<file path="config.mk">
export PLATFORM = sky130hd
export DESIGN_NAME = ram_dma
export DESIGN_NICKNAME = d
export VERILOG_FILES = /design/src/rtl/ram_dma_pkg.sv /design/src/rtl/ram_dma_ptr.sv /design/src/rtl/ram_dma.sv
export SDC_FILE = /design/constraint.sdc
export NUM_CORES = 1
export LEC_CHECK = 0
export CAP_MARGIN = 20
export CORE_MARGIN = 3
export CORE_UTILIZATION = 37
export DETAILED_ROUTE_END_ITERATION = 8
export PLACE_DENSITY = 0.7
export REMOVE_ABC_BUFFERS = 1
export SYNTH_ARGS = -nofsm -noshare
export SYNTH_HDL_FRONTEND = slang
export SYNTH_SLANG_ARGS = --single-unit
export TNS_END_PERCENT = 50
</file>
<file path="constraint.sdc">
create_clock -name clk -period 5.9 [get_ports clk]
set_input_delay 0.885 -clock clk [delete_from_list [all_inputs] [get_ports clk]]
set_output_delay 0.885 -clock clk [all_outputs]
set_load 0.05 [all_outputs]
</file>
<file path="src/rtl/ram_dma_pkg.sv">
// Shared definitions for the RAM block-transfer engine: default widths,
// command op codes and FSM state encodings.
package ram_dma_pkg;
    localparam int DEF_AW = 8;
    localparam int DEF_DW = 8;
    localparam int DEF_RW = 16;

    typedef enum logic [1:0] {
        OP_COPY = 2'b00,
        OP_FILL = 2'b01,
        OP_SUM  = 2'b10,
        OP_RSV  = 2'b11
    } op_e;

    typedef enum logic [2:0] {
        ST_IDLE = 3'd0,
        ST_RD   = 3'd1,
        ST_WR   = 3'd2,
        ST_FILL = 3'd3,
        ST_SUM  = 3'd4,
        ST_DONE = 3'd5
    } state_e;
endpackage

</file>
<file path="src/rtl/ram_dma_ptr.sv">
// Loadable address pointer: load has priority over increment; wraps mod 2**AW.
module ram_dma_ptr #(
    parameter int AW = 8
) (
    input  logic          clk,
    input  logic          clr,
    input  logic          load,
    input  logic [AW-1:0] load_val,
    input  logic          inc,
    output logic [AW-1:0] ptr
);
    logic [AW-1:0] ptr_d;
    logic [AW-1:0] ptr_q;

    always_comb begin
        ptr_d = ptr_q;
        if (load) begin
            ptr_d = load_val;
        end else if (inc) begin
            ptr_d = ptr_q + 1'b1;
        end
    end

    always_ff @(posedge clk or posedge clr) begin
        if (clr) begin
            ptr_q <= '0;
        end else begin
            ptr_q <= ptr_d;
        end
    end

    assign ptr = ptr_q;
endmodule

</file>
<file path="src/rtl/ram_dma.sv">
// Block-transfer initiator for the shared RAM port: COPY, FILL and SUM over
// wrapping address ranges, one command at a time.
module ram_dma
    import ram_dma_pkg::*;
#(
    parameter int AW = DEF_AW,
    parameter int DW = DEF_DW,
    parameter int RW = DEF_RW
) (
    input  logic          clk,
    input  logic          clr,
    input  logic          cmd_valid,
    output logic          cmd_ready,
    input  logic [1:0]    cmd_op,
    input  logic [AW-1:0] cmd_src,
    input  logic [AW-1:0] cmd_dst,
    input  logic [AW-1:0] cmd_len,
    input  logic [DW-1:0] cmd_fill,
    output logic          busy,
    output logic          done,
    output logic [RW-1:0] sum,
    output logic          ram_rw,
    output logic [AW-1:0] ram_adrs,
    output logic [DW-1:0] ram_din,
    input  logic [RW-1:0] ram_dout
);
    state_e        state_d, state_q;
    logic [AW-1:0] cnt_d, cnt_q;
    logic [DW-1:0] hold_d, hold_q;
    logic [DW-1:0] fill_d, fill_q;
    logic [RW-1:0] sum_d, sum_q;
    logic [AW-1:0] src_ptr, dst_ptr;
    logic          accept;
    logic          last_word;

    assign accept    = cmd_valid && (state_q == ST_IDLE);
    assign last_word = (cnt_q == AW'(1));

    ram_dma_ptr #(.AW(AW)) u_src_ptr (
        .clk      (clk),
        .clr      (clr),
        .load     (accept),
        .load_val (cmd_src),
        .inc      ((state_q == ST_RD) || (state_q == ST_SUM)),
        .ptr      (src_ptr)
    );

    ram_dma_ptr #(.AW(AW)) u_dst_ptr (
        .clk      (clk),
        .clr      (clr),
        .load     (accept),
        .load_val (cmd_dst),
        .inc      ((state_q == ST_WR) || (state_q == ST_FILL)),
        .ptr      (dst_ptr)
    );

    always_comb begin
        state_d = state_q;
        cnt_d   = cnt_q;
        hold_d  = hold_q;
        fill_d  = fill_q;
        sum_d   = sum_q;
        case (state_q)
            ST_IDLE: begin
                if (cmd_valid) begin
                    cnt_d  = cmd_len;
                    fill_d = cmd_fill;
                    if ((cmd_len == '0) || (op_e'(cmd_op) == OP_RSV)) begin
                        state_d = ST_DONE;
                    end else begin
                        case (op_e'(cmd_op))
                            OP_COPY: state_d = ST_RD;
                            OP_FILL: state_d = ST_FILL;
                            default: state_d = ST_SUM;
                        endcase
                    end
                    // The accumulator restarts only for SUM; other ops leave the last result visible.
                    if (op_e'(cmd_op) == OP_SUM) begin
                        sum_d = '0;
                    end
                end
            end
            ST_RD: begin
                hold_d  = ram_dout[DW-1:0];
                state_d = ST_WR;
            end
            ST_WR: begin
                cnt_d   = cnt_q - 1'b1;
                state_d = last_word ? ST_DONE : ST_RD;
            end
            ST_FILL: begin
                cnt_d   = cnt_q - 1'b1;
                state_d = last_word ? ST_DONE : ST_FILL;
            end
            ST_SUM: begin
                sum_d   = sum_q + ram_dout;
                cnt_d   = cnt_q - 1'b1;
                state_d = last_word ? ST_DONE : ST_SUM;
            end
            ST_DONE: begin
                state_d = ST_IDLE;
            end
            default: begin
                state_d = ST_IDLE;
            end
        endcase
    end

    always_ff @(posedge clk or posedge clr) begin
        if (clr) begin
            state_q <= ST_IDLE;
            cnt_q   <= '0;
            hold_q  <= '0;
            fill_q  <= '0;
            sum_q   <= '0;
        end else begin
            state_q <= state_d;
            cnt_q   <= cnt_d;
            hold_q  <= hold_d;
            fill_q  <= fill_d;
            sum_q   <= sum_d;
        end
    end

    // RAM-side signals depend only on flops, so clr silences the port without a clock.
    always_comb begin
        ram_rw   = 1'b0;
        ram_adrs = '0;
        ram_din  = '0;
        case (state_q)
            ST_RD, ST_SUM: ram_adrs = src_ptr;
            ST_WR: begin
                ram_rw   = 1'b1;
                ram_adrs = dst_ptr;
                ram_din  = hold_q;
            end
            ST_FILL: begin
                ram_rw   = 1'b1;
                ram_adrs = dst_ptr;
                ram_din  = fill_q;
            end
            default: ;
        endcase
    end

    assign cmd_ready = (state_q == ST_IDLE);
    assign busy      = (state_q != ST_IDLE);
    assign done      = (state_q == ST_DONE);
    assign sum       = sum_q;
endmodule

</file>
---- After elaboration in Yosys (flattened, before gate mapping) ----
Cells that the tools add are included.
Widths: inputs -> output; s select.
cells by class
  eq/ne operators ......................... 11
  reductions and logical operators ........ 18
  $add $sub $neg .......................... 4
  muxes and demuxes ....................... 19
operator list
  kind                 count
  $pmux 8 s2           3
  $mux 8               5
  $mux 16              2
  $pmux 16 s2          1
  $add 16x16->16       1
  $add 8x1->8 const B  2
  $pmux 3 s5           1
  $mux 3               4
  $eq 8x1->1 const B   1
  $logic_not 8->1      1
  $reduce_bool 2->1    4
  $sub 8x1->8 const B  1
  $eq 3x2->1 const B   2
  $eq 3x3->1 const B   2
  $pmux 3 s2           1
  $eq 2x2->1 const B   2
  $reduce_and 2->1     2
  $reduce_or 2->1      2
  $eq 3x1->1 const B   1
  $logic_not 3->1      1
  $logic_or 1x1->1     3
  $reduce_and 3->1     1
  $reduce_bool 3->1    1
  $reduce_or 3->1      1
  other kinds (6)      7
word-level totals
  word-level logic and storage cells ...... 59
  register bits after elaboration ......... 59
  input port bits ......................... 53

---- Logic depth before layout (Yosys ltp) ----
  word-level depth ........................ 5
  mapped depth ............................ 9
  depth with buffers taken out ............ 9

---- Cells and area by module ----
From an unflattened synthesis, not the netlist that was laid out.
second synthesis, totals
  cells, all modules ...................... 411
  area, all modules ....................... 3764.9 um2
modules (own cells, without submodules)
  module       instances  cells each  area each (um2)
  ram_dma      1          311         2874.0
  ram_dma_ptr  2          50          445.4

---- Worst setup path after synthesis ----
Ideal clock, no wire load.
  kind .................................... register to output
  start ................................... register state_q[2]
  end ..................................... output ram_adrs[0]
  slack ................................... 2914 ps
  buffers on the path ..................... 2
  data required time ...................... 5015 ps
  arrival time ............................ 2101 ps
  cell stages (with the launch flop) ...... 6
  cell sequence ........................... dfrtp_1 -> buf_2 -> nand2b_1 -> inv_1 -> buf_1 -> a22o_1
on the way
  cells in the longest elaborated chain, start to end .. 3
  elaborated cells on any way between the ends .. 7
  those cells by class .................... 4 x eq/ne; 1 x mux; 2 x reduce/logical
ends and longest elaborated chain
  element                                    line            RTL
  start, declared                            ram_dma.sv:27   state_e state_d, state_q;
  start signal, assigned                     ram_dma.sv:117  state_q <= state_d;
  $eq 3x2->1, or another cell as far along   ram_dma.sv:130  case (state_q)
  $reduce_or 2->1, on equally long branches  --
  $pmux 8 s2 (*)                             ram_dma.sv:130
  end, declared                              ram_dma.sv:23   output logic [AW-1:0] ram_adrs,
Mark *: on every way between the ends. The rest lies on a longest branch, timed or not.

---- Worst setup path in the final report ----
  start ................................... register state_q[0]
  end ..................................... output ram_adrs[6]
The elaborated chain is that of the path after synthesis.

==> impl_metrics.py <==
metrics = {
    "setup_path": {
        "required_ns": 5.02,
        "worstPathCellList": "nor3b_4 -> or2_2 -> nand2_1 -> o21ai_0 -> clkdlybuf4s50_1",
        "path_buf_inv": 1,
        "cp_max_fo": 15,
        "cp-start-kind": "flop",
        "cp_top_family": "simple AND/OR/NAND/NOR gates",
        "rrSetupSlack_ns": 3.39,
        "regToRegStartpoint": "state_q[1]$_DFFE_PP0P_",
        "worstPathArrival_ns": 2.91,
        "worstSetupPathType": "flop to primary output",
        "cp_slowest_stage_delay_ns": 0.85,
        "endpoint_kind": "primary output",
        "reg2regPathDepth": 7,
        "rr_endpoint": "u_dst_ptr.ptr[7]$_DFFE_PP0P_",
        "slowest_stage": "clkdlybuf4s50_1",
    },
    "final_layout": {
        "ff_latch_area_um2": 1476,
        "finish.utilization": 0.5171,
        "drive_gt1_frac": 0.07921,
        "fillerInstances": 912,
        "layout.cells.non_filler": 634,
        "final_common_cell": "clkdlybuf4s50_1",
        "layout_common_cells": "clkdlybuf4s50_1, nand2_1, dfrtp_1",
        "num_antenna_cells": 0,
        "multiInputGateArea_um2": 2074,
        "fin_nets": 573,
        "syn_to_final_growth_pct": 32.82,
        "post-route-cell-area_um2": 4891,
    },
    "clocking": {
        "path_clk_slew_ns": 0.07,
        "postCtsHoldBufs": 0,
        "clockBufferDepth": 2,
        "clkLatencyLatePin_ns": 0.34,
        "htree_levels": 3,
        "cts.sinks": 59,
        "root_buffer": "clkbuf_8",
        "cts_setup_buffers": 0,
        "cts_inserted_buffers": 9,
        "cts_tree": "done",
        "postCtsResizedCells": 0,
    },
    "timing": {
        "grt_setup_unrepaired": "no",
        "fmax_mhz": 263.4,
        "report.final.slew_viol_count": 0,
        "setup_viol": 0,
        "fin_skew_ns": 0.007343,
        "slew_headroom": 0.2919,
        "tns_ns": 0,
        "period_share": 0.6435,
        "hold_slack_ns": 0.4747,
        "min_period_ns": 3.797,
        "hold_viol": 0,
        "worst_pin_slew_ns": 1.062,
    },
    "logic_synthesis": {
        "yosysSeqAreaShare": 0.4010,
        "synth-warning-count": 0,
        "synth_edf_count": 0,
        "ys_ff_latch": 59,
        "ys_types": 59,
        "syn_area_per_cell_um2": 8.852,
        "async_reset_ff_frac": 1.000,
        "synth_cells": 416,
        "synth_area_um2": 3682,
        "synthFlopType": "dfrtp_1",
    },
    "hold_path": {
        "hp-start": "fill_q[6]$_DFFE_PP0P_",
        "min_path_type": "flop to flop",
        "hold_end": "fill_q[6]$_DFFE_PP0P_",
        "whs_path_depth": 2,
    },
    "routing": {
        "drc_errors": 0,
        "first_pass_iters": 4,
        "post_drt_wl_per_cell_um": 15.86,
        "drtAntennaViolNets": 0,
        "wl_mm": 10.06,
        "drt-vias-per-instance": 5.338,
        "via_count": 3384,
        "drt_iter0_markers": 147,
    },
    "power": {
        "power_density_nw_per_um2": 605.5,
        "leakagePower_nw": 2.144,
        "max-vdd-ir-drop_mv": 0.3398,
    },
    "placed_design": {
        "gp_congestion": 0.9256,
        "place_inst": 618,
        "portBuffers": 88,
        "postPlaceCellArea_um2": 4664,
        "dp_hpwl_mm": 7.222,
    },
    "global_routing": {
        "grt_overflow": 0,
        "first_global_vias": 3342,
        "track_usage": 0.1839,
        "grt_max_degree": 60,
        "grt_pass1_wl_mm": 16.55,
        "antenna_found_initial": 0,
    },
    "floorplanning": {
        "fp.dieW_um": 105.8,
        "fp.dieArea_um2": 11190,
        "io_pins": 89,
        "coreArea_um2": 9459,
        "start_util": 0.3893,
        "die_h_um": 105.8,
        "rows": 35,
    },
    "job": {
        "drv_cap": 0,
    },
    "outcome": {
        "status": "finished, final reports clean",
    },
}
worst max-delay path by stage:
stage                      startpoint                  end  cells after the start
3_3_place_gp              ram_dout[0]  sum[12]$_DFFE_PP0P_                     10
6_report       state_q[0]$_DFFE_PP0P_          ram_adrs[6]                      5
5_1_grt        state_q[0]$_DFFE_PP0P_          ram_adrs[6]                      5
3_5_place_dp   state_q[0]$_DFFE_PP0P_          ram_adrs[0]                      4
2_1_floorplan  state_q[0]$_DFFE_PP0P_          ram_adrs[6]                      4
4_1_cts        state_q[0]$_DFFE_PP0P_          ram_adrs[6]                      5
where the power goes:
group          total, mW  internal, mW  switching, mW  leakage (nW)
Clock              0.432         0.259          0.173         0.119
Combinational       1.74         0.663           1.08          1.30
Sequential         0.792         0.598          0.194         0.721
Total               2.96          1.52           1.44          2.14
flip-flops by register name, indices dropped and copies added (netlist names):
register,cells
u_dst_ptr.ptr,8
fill_q,8
state_q,3
hold_q,8
u_src_ptr.ptr,8
cnt_q,8
sum,16
cells in the mapped netlist (3+ instances only):
library cell   n  area, um^2
dfrtp_1       59        1476
buf_2          6       30.03
a22o_1        12       105.1
nand2b_1       5       31.28
nand2_1       74       277.8
o21ai_0       41       205.2
nor4_1         3       18.77
mux2_2         8       90.09
and2_1         3       18.77
ha_1          19       237.7
inv_1         13       48.80
o22ai_1        3       18.77
nand4_1        6       37.54
xnor2_1        8       70.07
mux2i_1        9       90.09
xor2_1        11       96.34
clkbuf_1       9       33.78
and3_1         5       31.28
nand3_1        8       40.04
a21oi_1       20       100.1
nor2_1        27       101.4
a31oi_1        8       50.05
a21o_1         4       30.03
nor3_1         7       35.03
a21o_2         3       26.28
a211oi_1       3       22.52
per-stage QoR:
stage	worst slack (ns)	power [mW]
after detailed placement	2.449	2.524
final	2.103	2.961
after global routing	1.871	3.161
after floorplan	2.562	1.983
after global placement	2.512	2.482
after CTS	2.065	2.968
logic make-up after synthesis:
group,count (synthesis),share of synthesized area
buf+inv,31,0.03568
mux,17,0.04893
xor+xnor,19,0.04519
simple gates,157,0.2032
compound gates,113,0.1961
fa+ha+maj,20,0.07000
flops,59,0.4010
worst reg2reg max path, cell delays in order, from the launching register on:
cell and delay, ns:
dfrtp_1 0.56, nand2b_1 0.40, inv_1 0.50, nand4_1 0.22
nor2_1 0.22, and2_1 0.20, a211oi_1 0.08, a311oi_1 0.24
final cells by class:
cell class,instances,share of cell area
Timing Repair Buffer,91,0.1847
Multi-Input combinational cell,326,0.4241
Sequential cell,59,0.3019
Tap cell,129,0.03300
Clock inverter,5,0.01535
Inverter,13,0.009977
Clock buffer,11,0.03095
metal layers:
layer  global-route usage  routed length [um]  vias to the layer above
li1                     -                   -                     1653
met1               0.2508                4722                     1608
met2               0.2864                4619                      107
met3              0.05021                 564                       16
met4              0.05273                 150                        0
met5                    0                   0                        -
Power figures use the tool's default switching activity.
